**config.mk**
```make
export PLATFORM = sky130hd
export DESIGN_NAME = fetch_controller
export DESIGN_NICKNAME = d
export VERILOG_FILES = /design/src/rtl/fetch_controller.sv
export SDC_FILE = /design/constraint.sdc
export NUM_CORES = 1
export LEC_CHECK = 0
export ABC_AREA = 1
export BUFFER_PORTS_ARGS = -buffer_cell sky130_fd_sc_hd__buf_4
export CORE_MARGIN = 1.5
export CORE_UTILIZATION = 25
export DETAILED_ROUTE_END_ITERATION = 10
export HOLD_SLACK_MARGIN = 0.02
export MAX_ROUTING_LAYER = met4
export RECOVER_POWER = 25
export SETUP_SLACK_MARGIN = 0.2
export SLEW_MARGIN = 20
export SYNTH_ARGS = -nofsm -noshare
export SYNTH_HDL_FRONTEND = slang
export SYNTH_SLANG_ARGS = --single-unit
```
**constraint.sdc**
```tcl
create_clock -name Clk -period 2.81 [get_ports Clk]
set_clock_uncertainty 0.1 [all_clocks]
set_input_delay 0.281 -clock Clk [delete_from_list [all_inputs] [get_ports Clk]]
set_output_delay 0.281 -clock Clk [all_outputs]
set_load 0.05 [all_outputs]
```
**src/rtl/fetch_controller.sv**
```systemverilog
// rtl/fetch_controller.sv - IF stage sequencer: PC, next-PC select, IF/ID register
// Optional out-of-range fetch trap enabled by defining FETCH_BOUNDS_CHECK_EN.
module fetch_controller #(
    parameter logic [31:0] RESET_PC    = 32'h0000_0000,
    parameter int          BOOT_CYCLES = 2,
    parameter int          IMEM_WORDS  = 1024
) (
    input  logic        Clk,
    input  logic        Reset,
    input  logic        stallIn,
    input  logic        branchTaken,
    input  logic [31:0] branchTarget,
    input  logic        jumpTaken,
    input  logic [31:0] jumpTarget,
    input  logic [31:0] imemInstr,
    output logic [31:0] imemAddr,
    output logic [31:0] ifidInstr,
    output logic [31:0] ifidPCPlus4,
    output logic        ifidValid,
    output logic [31:0] fetchCount,
    output logic        addrFault
);

    typedef enum logic [1:0] {S_BOOT, S_RUN, S_FAULT} state_t;

    state_t      state_q;
    logic [3:0]  boot_cnt_q;
    logic [31:0] pc_q;
    logic [31:0] instr_q;
    logic [31:0] pcp4_q;
    logic        valid_q;
    logic [31:0] count_q;

    logic [31:0] pc_plus4_d;
    logic [31:0] branch_pc_d;
    logic [31:0] jump_pc_d;
    logic        oor_d;

    if (BOOT_CYCLES < 1 || BOOT_CYCLES > 15 || IMEM_WORDS < 1) begin : g_param_check
        $error("fetch_controller: BOOT_CYCLES must be 1..15 and IMEM_WORDS >= 1");
    end

    assign pc_plus4_d  = pc_q + 32'd4;
    assign branch_pc_d = branchTarget & ~32'h3;
    assign jump_pc_d   = jumpTarget & ~32'h3;

`ifdef FETCH_BOUNDS_CHECK_EN
    assign oor_d     = {2'b00, pc_q[31:2]} >= 32'(IMEM_WORDS);
    assign addrFault = (state_q == S_FAULT);
`else
    assign oor_d     = 1'b0;
    assign addrFault = 1'b0;
`endif

    always_ff @(posedge Clk) begin
        if (Reset) begin
            state_q    <= S_BOOT;
            boot_cnt_q <= '0;
            pc_q       <= RESET_PC;
            instr_q    <= '0;
            pcp4_q     <= '0;
            valid_q    <= 1'b0;
            count_q    <= '0;
        end else begin
            case (state_q)
                S_BOOT: begin
                    boot_cnt_q <= boot_cnt_q + 4'd1;
                    if (boot_cnt_q == 4'(BOOT_CYCLES - 1)) begin
                        state_q <= S_RUN;
                    end
                end
                S_RUN: begin
                    // Branch outranks jump: it belongs to the older instruction in the pipe.
                    if (branchTaken) begin
                        pc_q    <= branch_pc_d;
                        instr_q <= '0;
                        valid_q <= 1'b0;
                    end else if (jumpTaken) begin
                        pc_q    <= jump_pc_d;
                        instr_q <= '0;
                        valid_q <= 1'b0;
                    end else if (stallIn) begin
                        pc_q <= pc_q;
                    end else if (oor_d) begin
                        state_q <= S_FAULT;
                        instr_q <= '0;
                        valid_q <= 1'b0;
                    end else begin
                        pc_q    <= pc_plus4_d;
                        instr_q <= imemInstr;
                        pcp4_q  <= pc_plus4_d;
                        valid_q <= 1'b1;
                        count_q <= count_q + 32'd1;
                    end
                end
                default: begin
                    // Fault is sticky until Reset.
                    state_q <= S_FAULT;
                end
            endcase
        end
    end

    assign imemAddr    = pc_q;
    assign ifidInstr   = instr_q;
    assign ifidPCPlus4 = pcp4_q;
    assign ifidValid   = valid_q;
    assign fetchCount  = count_q;

endmodule

```
==> flow_metrics.env, run 1 <==
export IMPL_ys_top_cells_by_area="dfxtp_1 39%, nand2_1 15%, nor2_1 9.7%, a21oi_1 8.8%, o21ai_0 5.3%"
export IMPL_drive_above_1_share_pct=16.9
export IMPL_critical_path_required_ns=2.95
export IMPL_fin_tns_setup_ns=0
export IMPL_dr_pass1_iters=4
export IMPL_start_kind="flop"
export IMPL_first_iter_violations=462
export IMPL_synth_async_reset_ratio_pct=0
export IMPL_insertion_delay_ns=0.41
export IMPL_globalplace_congestion=0.879
export IMPL_grt_first_pass_wirelength_mm=38.0
export IMPL_power_density_nw_per_um2=598
export IMPL_min_period_ns=2.08
export IMPL_die_h_um=167
export IMPL_viasPerCell=4.63
export IMPL_placed_cells=1569
export IMPL_yosysUniqueCellTypes=32
export IMPL_worst_path_max_delay_cell="nor2_8"
export IMPL_wirelength_mm=23.3
export IMPL_endpoint_kind="flop"
export IMPL_synth_edf_count=0
export IMPL_critPathArrivalTime_ns=2.22
export IMPL_drc_errors=0
export IMPL_ys_top_cells_by_count="278 x nand2_1, 175 x nor2_1, 131 x dfxtp_1, 119 x a21oi_1, 86 x inv_1"
export IMPL_synthCells=1055
export IMPL_cts_made_buffers=17
export IMPL_grt_pass1_vias=7291
export IMPL_cts_buffer_depth=2
export IMPL_relSlewSlack_pct=2.15
export IMPL_final_seq_area_um2=2620
export IMPL_yosys_warnings=0
export IMPL_rsz0062_at_grt="no"
export IMPL_cp_cell_sequence="inv_1 > nand2_1 > nor2_8 > inv_2 > nor3_1 > xnor2_1 > nor2_1"
export IMPL_maxSlewViolCount=0
export IMPL_crit_family="simple AND/OR/NAND/NOR gates"
export IMPL_ant_nets=0
export IMPL_crit_type="flop to flop"
export IMPL_placed_area_um2=8700
export IMPL_peakVddDrop_v=0.000277
export IMPL_vias=7538
export IMPL_diodes=0
export IMPL_cts_root_buf="clkbuf_16"
export IMPL_cts_sinks=131
export IMPL_syn_area_per_cell_um2=6.41
export IMPL_period_share_pct=74.1
export IMPL_grt_usage_pct=17.4
export IMPL_crit_buf_inv=2
export IMPL_multi_input_area_um2=3570
export IMPL_final_nets=1386
export IMPL_p_leak_nw=3.82
export IMPL_die_w_um=167
export IMPL_overflow=0
export IMPL_rows=59
export IMPL_area_delta_synth_final_pct=38.7
export IMPL_yosysMostFrequentCell="nand2_1"
export IMPL_cts_setup_buffers=0
export IMPL_ys_seq_elements=131
export IMPL_start_util_pct=25.7
export IMPL_yosysTopAreaCell="dfxtp_1"
export IMPL_fmax_mhz=480
export IMPL_coreArea_um2=26300
export IMPL_drv_cap=0
export IMPL_htree_levels=4
export IMPL_final_cells=1629
export IMPL_ys_flop_type="dfxtp_1"
export IMPL_setup_viol=0
export IMPL_synth_top_area_share_pct=38.8
export IMPL_grt_max_degree=62
export IMPL_hpwl_mm=16.3
export IMPL_hold_class="input pin to flop"
export IMPL_num_io_pins=231
export IMPL_worst_pin_slew_ns=1.47
export IMPL_outcome="finished, final reports clean"
export IMPL_io_buffer_count=221
export IMPL_antenna_found_initial=0
export IMPL_hold_violations=0
export IMPL_dieArea_um2=28000
export IMPL_finalInstanceArea_um2=9370
export IMPL_worst_path_largest_cell_delay_ns=0.38
export IMPL_synth_area_um2=6760
export IMPL_ys_seq_area_share_pct=38.8
export IMPL_clk_pin_slew_ns=0.07
export IMPL_wire_per_inst_um=14.3
export IMPL_path_max_fanout=30
export IMPL_fillerInstances=2841
export IMPL_post_cts_resized=0
export IMPL_cts_tree="done"
==> final timing paths <==
| check | from | endpoint | slack [ns] | cells after the start |
|---|---|---|---|---|
| setup / recovery | state_q[1]$_SDFFE_PP0P_ | fetchCount[11]$_SDFFE_PP0P_ | 0.73 | 7 |
| hold / removal | branchTarget[8] | imemAddr[8]$_SDFFE_PP0P_ | 0.05 | 3 |
| setup reg to reg | state_q[1]$_SDFFE_PP0P_ | fetchCount[11]$_SDFFE_PP0P_ | 0.73 | 7 |
| hold reg to reg | ifidInstr[17]$_SDFFE_PP0P_ | ifidInstr[17]$_SDFFE_PP0P_ | 0.36 | 2 |
==> through the flow <==
| step | hold WS (ns) | utilization [%] | setup slack [ns] | total power, mW |
|---|---|---|---|---|
| after global placement | 0.348 | 33.1 | 0.534 | 3.27 |
| after CTS | 0.0210 | 36.5 | 0.709 | 5.70 |
| after global routing | 0.0396 | 35.7 | 0.443 | 5.87 |
| after floorplan | 0.329 | - | 0.742 | 2.86 |
| after detailed placement | 0.352 | 33.1 | 0.544 | 3.29 |
| final | 0.0456 | 35.7 | 0.728 | 5.60 |
==> worst min-delay path, delay by kind of cell <==
family                 cells  cell delay, ns
AOI/OAI and AO/OA          2            0.17
buffers and inverters      1            0.07
==> layout by cell type (no fill, tap or decap), types with 4 or more instances in the layout <==
cell / Yosys / final
nor2_1: 175 / 175
xor2_1: 7 / 7
clkbuf_16: 0 / 17
dfxtp_1: 131 / 131
nand2_1: 278 / 278
nor3_1: 7 / 7
o21ai_0: 72 / 72
o211ai_1: 17 / 17
inv_6: 0 / 5
inv_1: 86 / 85
clkinvlp_4: 0 / 4
xnor2_1: 6 / 6
ha_1: 4 / 4
dlygate4sd3_1: 0 / 28
nand4_1: 9 / 9
clkbuf_1: 27 / 59
a21oi_1: 119 / 118
buf_4: 6 / 166
nand3b_1: 9 / 9
nand3_1: 58 / 58
nor2_2: 7 / 7
conb_1: 1 / 5
==> logic make-up after synthesis <==
| family | count (synthesis) | share of synthesized area [%] |
|---|---|---|
| xor gates and xnor gates | 13 | 1.68 |
| other | 1 | 0.0555 |
| AOI/OAI and AO/OA | 213 | 16.5 |
| adders and majority gates | 4 | 0.741 |
| buffers and inverters | 142 | 8.67 |
| DFF | 131 | 38.8 |
| and+or+nand+nor | 551 | 33.5 |
==> flip-flops by register name, summed over array words and instances, names as in the netlist <==
register and flops:
fetchCount 32, imemAddr 30, ifidPCPlus4 30, ifidValid 1, ifidInstr 32, state_q 2
boot_cnt_q 4
==> area by class of cell <==
type	instances	share of cell area [%]
multi-input combinational	786	38.1
sequential	131	28.0
timing repair buffer	257	19.4
clock buffer	19	4.73
tap	335	4.47
inverter	88	3.52
clock inverter	13	1.84
==> per-layer routing <==
| layer | track usage (%) | share of wire (%) |
|---|---|---|
| met5 | - | 0 |
| met4 | 4.07 | 0.61 |
| met3 | 3.73 | 5.8 |
| met2 | 27.2 | 46 |
| met1 | 22.9 | 48 |
==> where the power goes <==
part           switching (mW)  total [mW]  leakage [nW]  internal, mW
registers               0.142        2.11          1.06          1.97
clock network           0.912        2.35         0.288          1.44
logic                   0.771        1.14          2.47         0.374
total                    1.82        5.60          3.82          3.78
==> timing repair <==
action / CTS / global route
endpoints found under the setup margin: 0 / 0
endpoints found under the hold margin: 28 / 0
hold buffers: 28 / 0
Note: power is estimated with default switching activity, not from simulation.
==> run 2: changes to the inputs <==
==> constraint.sdc (replaced) <==
create_clock -name Clk -period 2 [get_ports Clk]
set_clock_uncertainty 0.1 [all_clocks]
set_input_delay 0.2 -clock Clk [delete_from_list [all_inputs] [get_ports Clk]]
set_output_delay 0.2 -clock Clk [all_outputs]
set_load 0.05 [all_outputs]
==> run 2 against run 1 <==
Net effect: sequential share of layout area decreased by 1.3 points; global-route usage increased by 0.064 points; count of clock-buffer cells in the layout increased by 6; cell area increased by 6.4%; setup slack worse by 0.47 ns; final cell count up 3.1%; die area unchanged; largest power group is now sequential cells; highest routed layer unchanged.
==> flow_metrics.env, run 2 (synthesized netlist as in run 1, its figures left out) <==
export IMPL_outcome="finished, final reports clean"
export IMPL_min_period_ns=1.75
export IMPL_timing_rr_start="imemAddr[2]$_SDFFE_PP0P_"
export IMPL_fin_tns_setup_ns=0
export IMPL_final_cells=1679
export IMPL_finish_utilization_pct=37.9
export IMPL_htree_levels=4
export IMPL_placed_area_um2=8820
export IMPL_route_layer_met1_wl_mm=11.6
export IMPL_clock_power_share_pct=37.7
export IMPL_internal_power_mw=5.07
export IMPL_crit_start="Reset"
export IMPL_switching_share_pct=32.8
export IMPL_die_w_um=167
export IMPL_r2r_cells=8
export IMPL_power_density_nw_per_um2=757
export IMPL_antenna_found_initial=1
export IMPL_finalInstanceArea_um2=9970
export IMPL_maxSlewViolCount=0
export IMPL_coreArea_um2=26300
export IMPL_mostFrequentLayoutCell="nand2_1"
export IMPL_wirelength_mm=24.2
export IMPL_cts_buffer_depth=2
export IMPL_hpwl_mm=16.9
export IMPL_grt_first_pass_wirelength_mm=38.1
export IMPL_overflow=0
export IMPL_relSlewSlack_pct=27.2
export IMPL_diodes=0
export IMPL_grt_max_degree=68
export IMPL_globalplace_congestion=0.895
export IMPL_combPwrFrac_pct=22.7
export IMPL_rsz0062_at_grt="yes"
export IMPL_ant_nets=0
export IMPL_num_io_pins=231
export IMPL_insertion_delay_ns=0.42
export IMPL_worst_pin_slew_ns=1.09
export IMPL_seq_power_share_pct=39.5
export IMPL_drv_cap=0
export IMPL_cts_tree="done"
export IMPL_dieArea_um2=28000
export IMPL_r2r_setup_slack_ns=0.27
export IMPL_routed_wl_met2_mm=11.0
export IMPL_p_leak_nw=4.06
export IMPL_path_max_fanout=29
export IMPL_area_delta_synth_final_pct=47.6
export IMPL_cts_made_buffers=17
export IMPL_top_layer="met4"
export IMPL_rows=59
export IMPL_cts_root_buf="clkbuf_16"
export IMPL_placed_cells=1580
export IMPL_critical_path_required_ns=2.20
export IMPL_crit_type="input pin to flop"
export IMPL_vias=7719
export IMPL_mostFrequentLayoutCells="270 x nand2_1, 181 x buf_4, 161 x nor2_1"
export IMPL_wire_per_inst_um=14.4
export IMPL_fmax_mhz=572
export IMPL_viasPerCell=4.60
export IMPL_start_kind="input pin"
export IMPL_die_h_um=167
export IMPL_period_share_pct=87.3
export IMPL_reg2reg_to="imemAddr[12]$_SDFFE_PP0P_"
export IMPL_endpoint="fetchCount[8]$_SDFFE_PP0P_"
export IMPL_wl_met3_mm=1.37
export IMPL_drive_above_1_share_pct=21.0
export IMPL_hold_violations=0
export IMPL_endpoint_kind="flop"
export IMPL_critPathArrivalTime_ns=1.95
export IMPL_first_iter_violations=460
export IMPL_clk_pin_slew_ns=0.06
export IMPL_drc_errors=0
export IMPL_grt_pass1_vias=7346
export IMPL_grt_usage_pct=17.5
export IMPL_hold_class="input pin to flop"
export IMPL_switchingPower_mw=2.48
export IMPL_final_nets=1439
export IMPL_start_util_pct=25.7
export IMPL_setup_viol=0
export IMPL_cts_sinks=131
export IMPL_peakVddDrop_v=0.000461
export IMPL_dr_pass1_iters=5
export IMPL_io_buffer_count=221
run 2: cell types whose count changed in the layout (fill, tap and decap cells not counted), sizes merged:
cell and delta:
buf +16, bufinv -3, clkbuf +8, clkinv +1, clkinvlp -2, dlygate4sd3 +34
inv -5, nor2 +1
run 2: metal layers:
layer | vias up | global-route usage [%]
li1 | 3943 | -
met5 | - | -
met3 | 13 | 3.90
met1 | 3512 | 22.8
met4 | 0 | 4.15
met2 | 251 | 27.4
run 2: cell type report:
class / instances / area (µm²)
clock inverters: 4 / 25.0
repair buffers: 309 / 2300
inverters: 88 / 330
flip-flops and latches: 131 / 2660
clock buffers: 25 / 497
well taps: 335 / 419
fillers: 2808 / 16300
multi-input cells: 787 / 3740
run 2: timing repair:
action,CTS,global route
hold buffers,62,0
pin swaps,0,11
cloned,0,1
setup buffers,0,7
setup endpoints to repair,23,75
resized for setup,7,50
hold endpoints to repair,62,0
run 2: through the flow:
stage | hold WS, ns | worst slack, ns | power (mW)
after floorplan | 0.248 | 0.194 | 4.03
after global placement | 0.348 | 0.106 | 4.63
after detailed placement | 0.353 | 0.0642 | 4.65
after CTS | 0.0420 | 0.165 | 7.63
after global routing | 0.0754 | 0.122 | 7.90
final | 0.0641 | 0.253 | 7.55
run 2: power by group through the flow:
stage	sequential [mW]	combinational, mW	clock, mW
after floorplan	3.44	0.587	0
after global placement	3.02	1.61	0
after detailed placement	3.02	1.62	0
after CTS	2.97	1.72	2.94
after global routing	3.01	1.86	3.03
final	2.99	1.72	2.85
run 2: how the worst min path moves through the flow:
stage,startpoint,to,slack [ns],cells after the start
6_report,jumpTarget[12],imemAddr[12]$_SDFFE_PP0P_,0.06,5
3_5_place_dp,ifidInstr[22]$_SDFFE_PP0P_,ifidInstr[22]$_SDFFE_PP0P_,0.35,2
3_3_place_gp,fetchCount[2]$_SDFFE_PP0P_,fetchCount[2]$_SDFFE_PP0P_,0.35,1
4_1_cts,jumpTarget[12],imemAddr[12]$_SDFFE_PP0P_,0.04,5
2_1_floorplan,imemInstr[0],ifidInstr[0]$_SDFFE_PP0P_,0.25,2
5_1_grt,jumpTarget[23],imemAddr[23]$_SDFFE_PP0P_,0.08,5
run 2: worst max-delay path: stages:
cell and delay, ns:
clkbuf_1 0.79, clkbuf_2 0.72, a21oi_1 0.08, o21a_1 0.13
==> run 3: changes to the inputs <==
--- a/config.mk
+++ b/config.mk
@@ -8,10 +8,11 @@
 export ABC_AREA = 1
 export BUFFER_PORTS_ARGS = -buffer_cell sky130_fd_sc_hd__buf_4
 export CORE_MARGIN = 1.5
-export CORE_UTILIZATION = 25
+export CORE_UTILIZATION = 51
 export DETAILED_ROUTE_END_ITERATION = 10
 export HOLD_SLACK_MARGIN = 0.02
 export MAX_ROUTING_LAYER = met4
+export PLACE_DENSITY = 0.81
 export RECOVER_POWER = 25
 export SETUP_SLACK_MARGIN = 0.2
 export SLEW_MARGIN = 20
==> run 3 against run 2 <==
Net effect: total power is 4.3% higher; highest routed layer unchanged; core utilization grew 38 points; critical path depth is 4 higher; setup slack lost 0.0056 ns; maximum frequency shrank 0.32%; routed wire length fell by 8.0%; global-route usage rose by 15 points; combinational power barely moved.
==> flow_metrics.env, run 3 (synthesized netlist as in run 1, its figures left out) <==
export IMPL_hpwl_mm=14.3
export IMPL_drive_above_1_share_pct=19.6
export IMPL_maxSlewViolCount=0
export IMPL_start_util_pct=52.9
export IMPL_rows=41
export IMPL_min_period_ns=1.75
export IMPL_outcome="finished, final reports clean"
export IMPL_final_cells=1514
export IMPL_antenna_found_initial=0
export IMPL_cts_root_buf="clkbuf_16"
export IMPL_rsz0062_at_grt="yes"
export IMPL_mostFrequentLayoutCell="nand2_1"
export IMPL_insertion_delay_ns=0.42
export IMPL_htree_levels=4
export IMPL_r2r_cells=8
export IMPL_final_nets=1434
export IMPL_endpoint_kind="flop"
export IMPL_grt_max_degree=61
export IMPL_die_h_um=118
export IMPL_p_total_mw=7.88
export IMPL_dr_pass1_iters=5
export IMPL_reg2reg_to="fetchCount[12]$_SDFFE_PP0P_"
export IMPL_fin_tns_setup_ns=0
export IMPL_grt_first_pass_wirelength_mm=35.5
export IMPL_dieArea_um2=14000
export IMPL_worst_pin_slew_ns=1.40
export IMPL_setup_viol=0
export IMPL_grt_pass1_vias=7443
export IMPL_cts_sinks=131
export IMPL_relSlewSlack_pct=6.52
export IMPL_vias=8026
export IMPL_diodes=0
export IMPL_mostFrequentLayoutCells="273 x nand2_1, 175 x buf_4, 168 x nor2_1"
export IMPL_path_max_fanout=7
export IMPL_num_io_pins=231
export IMPL_critPathArrivalTime_ns=1.92
export IMPL_ant_nets=0
export IMPL_cts_made_buffers=17
export IMPL_peakVddDrop_v=0.000613
export IMPL_finish_utilization_pct=76.4
export IMPL_start_kind="flop"
export IMPL_first_iter_violations=591
export IMPL_coreArea_um2=12800
export IMPL_wirelength_mm=22.2
export IMPL_p_leak_nw=4.08
export IMPL_area_delta_synth_final_pct=44.4
export IMPL_viasPerCell=5.30
export IMPL_critical_path_required_ns=2.16
export IMPL_wire_per_inst_um=14.7
export IMPL_overflow=0
export IMPL_crit_start="fetchCount[0]$_SDFFE_PP0P_"
export IMPL_globalplace_congestion=0.922
export IMPL_drc_errors=0
export IMPL_die_w_um=118
export IMPL_r2r_setup_slack_ns=0.25
export IMPL_timing_rr_start="fetchCount[0]$_SDFFE_PP0P_"
export IMPL_endpoint="fetchCount[12]$_SDFFE_PP0P_"
export IMPL_clk_pin_slew_ns=0.06
export IMPL_power_density_nw_per_um2=807
export IMPL_period_share_pct=87.6
export IMPL_hold_class="input pin to flop"
export IMPL_crit_type="flop to flop"
export IMPL_fmax_mhz=571
export IMPL_cts_buffer_depth=2
export IMPL_placed_cells=1414
export IMPL_io_buffer_count=221
export IMPL_cts_tree="done"
export IMPL_grt_usage_pct=32.2
export IMPL_drv_cap=0
export IMPL_hold_violations=0
-- run 3: cell types whose count changed in the layout (fill, tap and decap cells not counted), sizes merged --
cell    change
clkinv      +4
buf         -3
inv         +2
clkbuf      -7
nor2        -1
bufinv      +3
-- run 3: how the worst min path moves through the flow --
stage                                       to                        from  depth (start not counted)  slack [ns]
floorplan            ifidInstr[0]$_SDFFE_PP0P_                imemInstr[0]                          2        0.25
global placement     ifidInstr[8]$_SDFFE_PP0P_   ifidInstr[8]$_SDFFE_PP0P_                          2        0.35
detailed placement  fetchCount[2]$_SDFFE_PP0P_  fetchCount[2]$_SDFFE_PP0P_                          1        0.35
CTS                  imemAddr[24]$_SDFFE_PP0P_              jumpTarget[24]                          5        0.04
global route         imemAddr[24]$_SDFFE_PP0P_              jumpTarget[24]                          5        0.08
finish               imemAddr[24]$_SDFFE_PP0P_              jumpTarget[24]                          5        0.05
-- run 3: worst max-delay path, cell delays in order (launching register included) --
cell,delay [ns]
dfxtp_4,0.38
ha_1,0.19
inv_1,0.08
nor2_1,0.14
nand4_1,0.20
buf_4,0.20
nor3_2,0.12
xnor2_1,0.14
nor2_1,0.05
-- run 3: cell type report --
type                       instances  area (µm²)
timing repair buffer             305        2290
clock inverter                    13         158
fill                            1018        3020
sequential                       131        2660
tap                              172         215
multi-input combinational        786        3670
clock buffer                      19         443
inverter                          88         330
-- run 3: timing repair --
action / CTS / global route
pin swaps: 0 / 8
setup buffers: 0 / 6
hold buffers: 62 / 0
endpoints found under the setup margin: 8 / 48
resized for setup: 4 / 29
hold endpoints to repair: 62 / 0
-- run 3: routing by layer --
layer  track usage (%)  routed length, µm  vias to the layer above
li1                  -                  -                     3957
met1              38.3               9440                     3647
met2              52.3              10400                      365
met3              7.22               1750                       57
met4              13.7                619                        0
met5                 -                  0                        -
-- run 3: report_power, final --
part           internal, mW  switching [mW]
sequential             2.77           0.206
clock                  1.99            1.21
combinational         0.595            1.11
total                  5.36            2.52
-- run 3: through the flow --
stage	hold WS [ns]	setup WS, ns	cell area, µm²
floorplan	0.248	0.194	6800
global placement	0.348	0.140	8590
detailed placement	0.351	0.124	8590
CTS	0.0416	0.205	9830
global route	0.0789	0.107	9760
finish	0.0497	0.248	9760
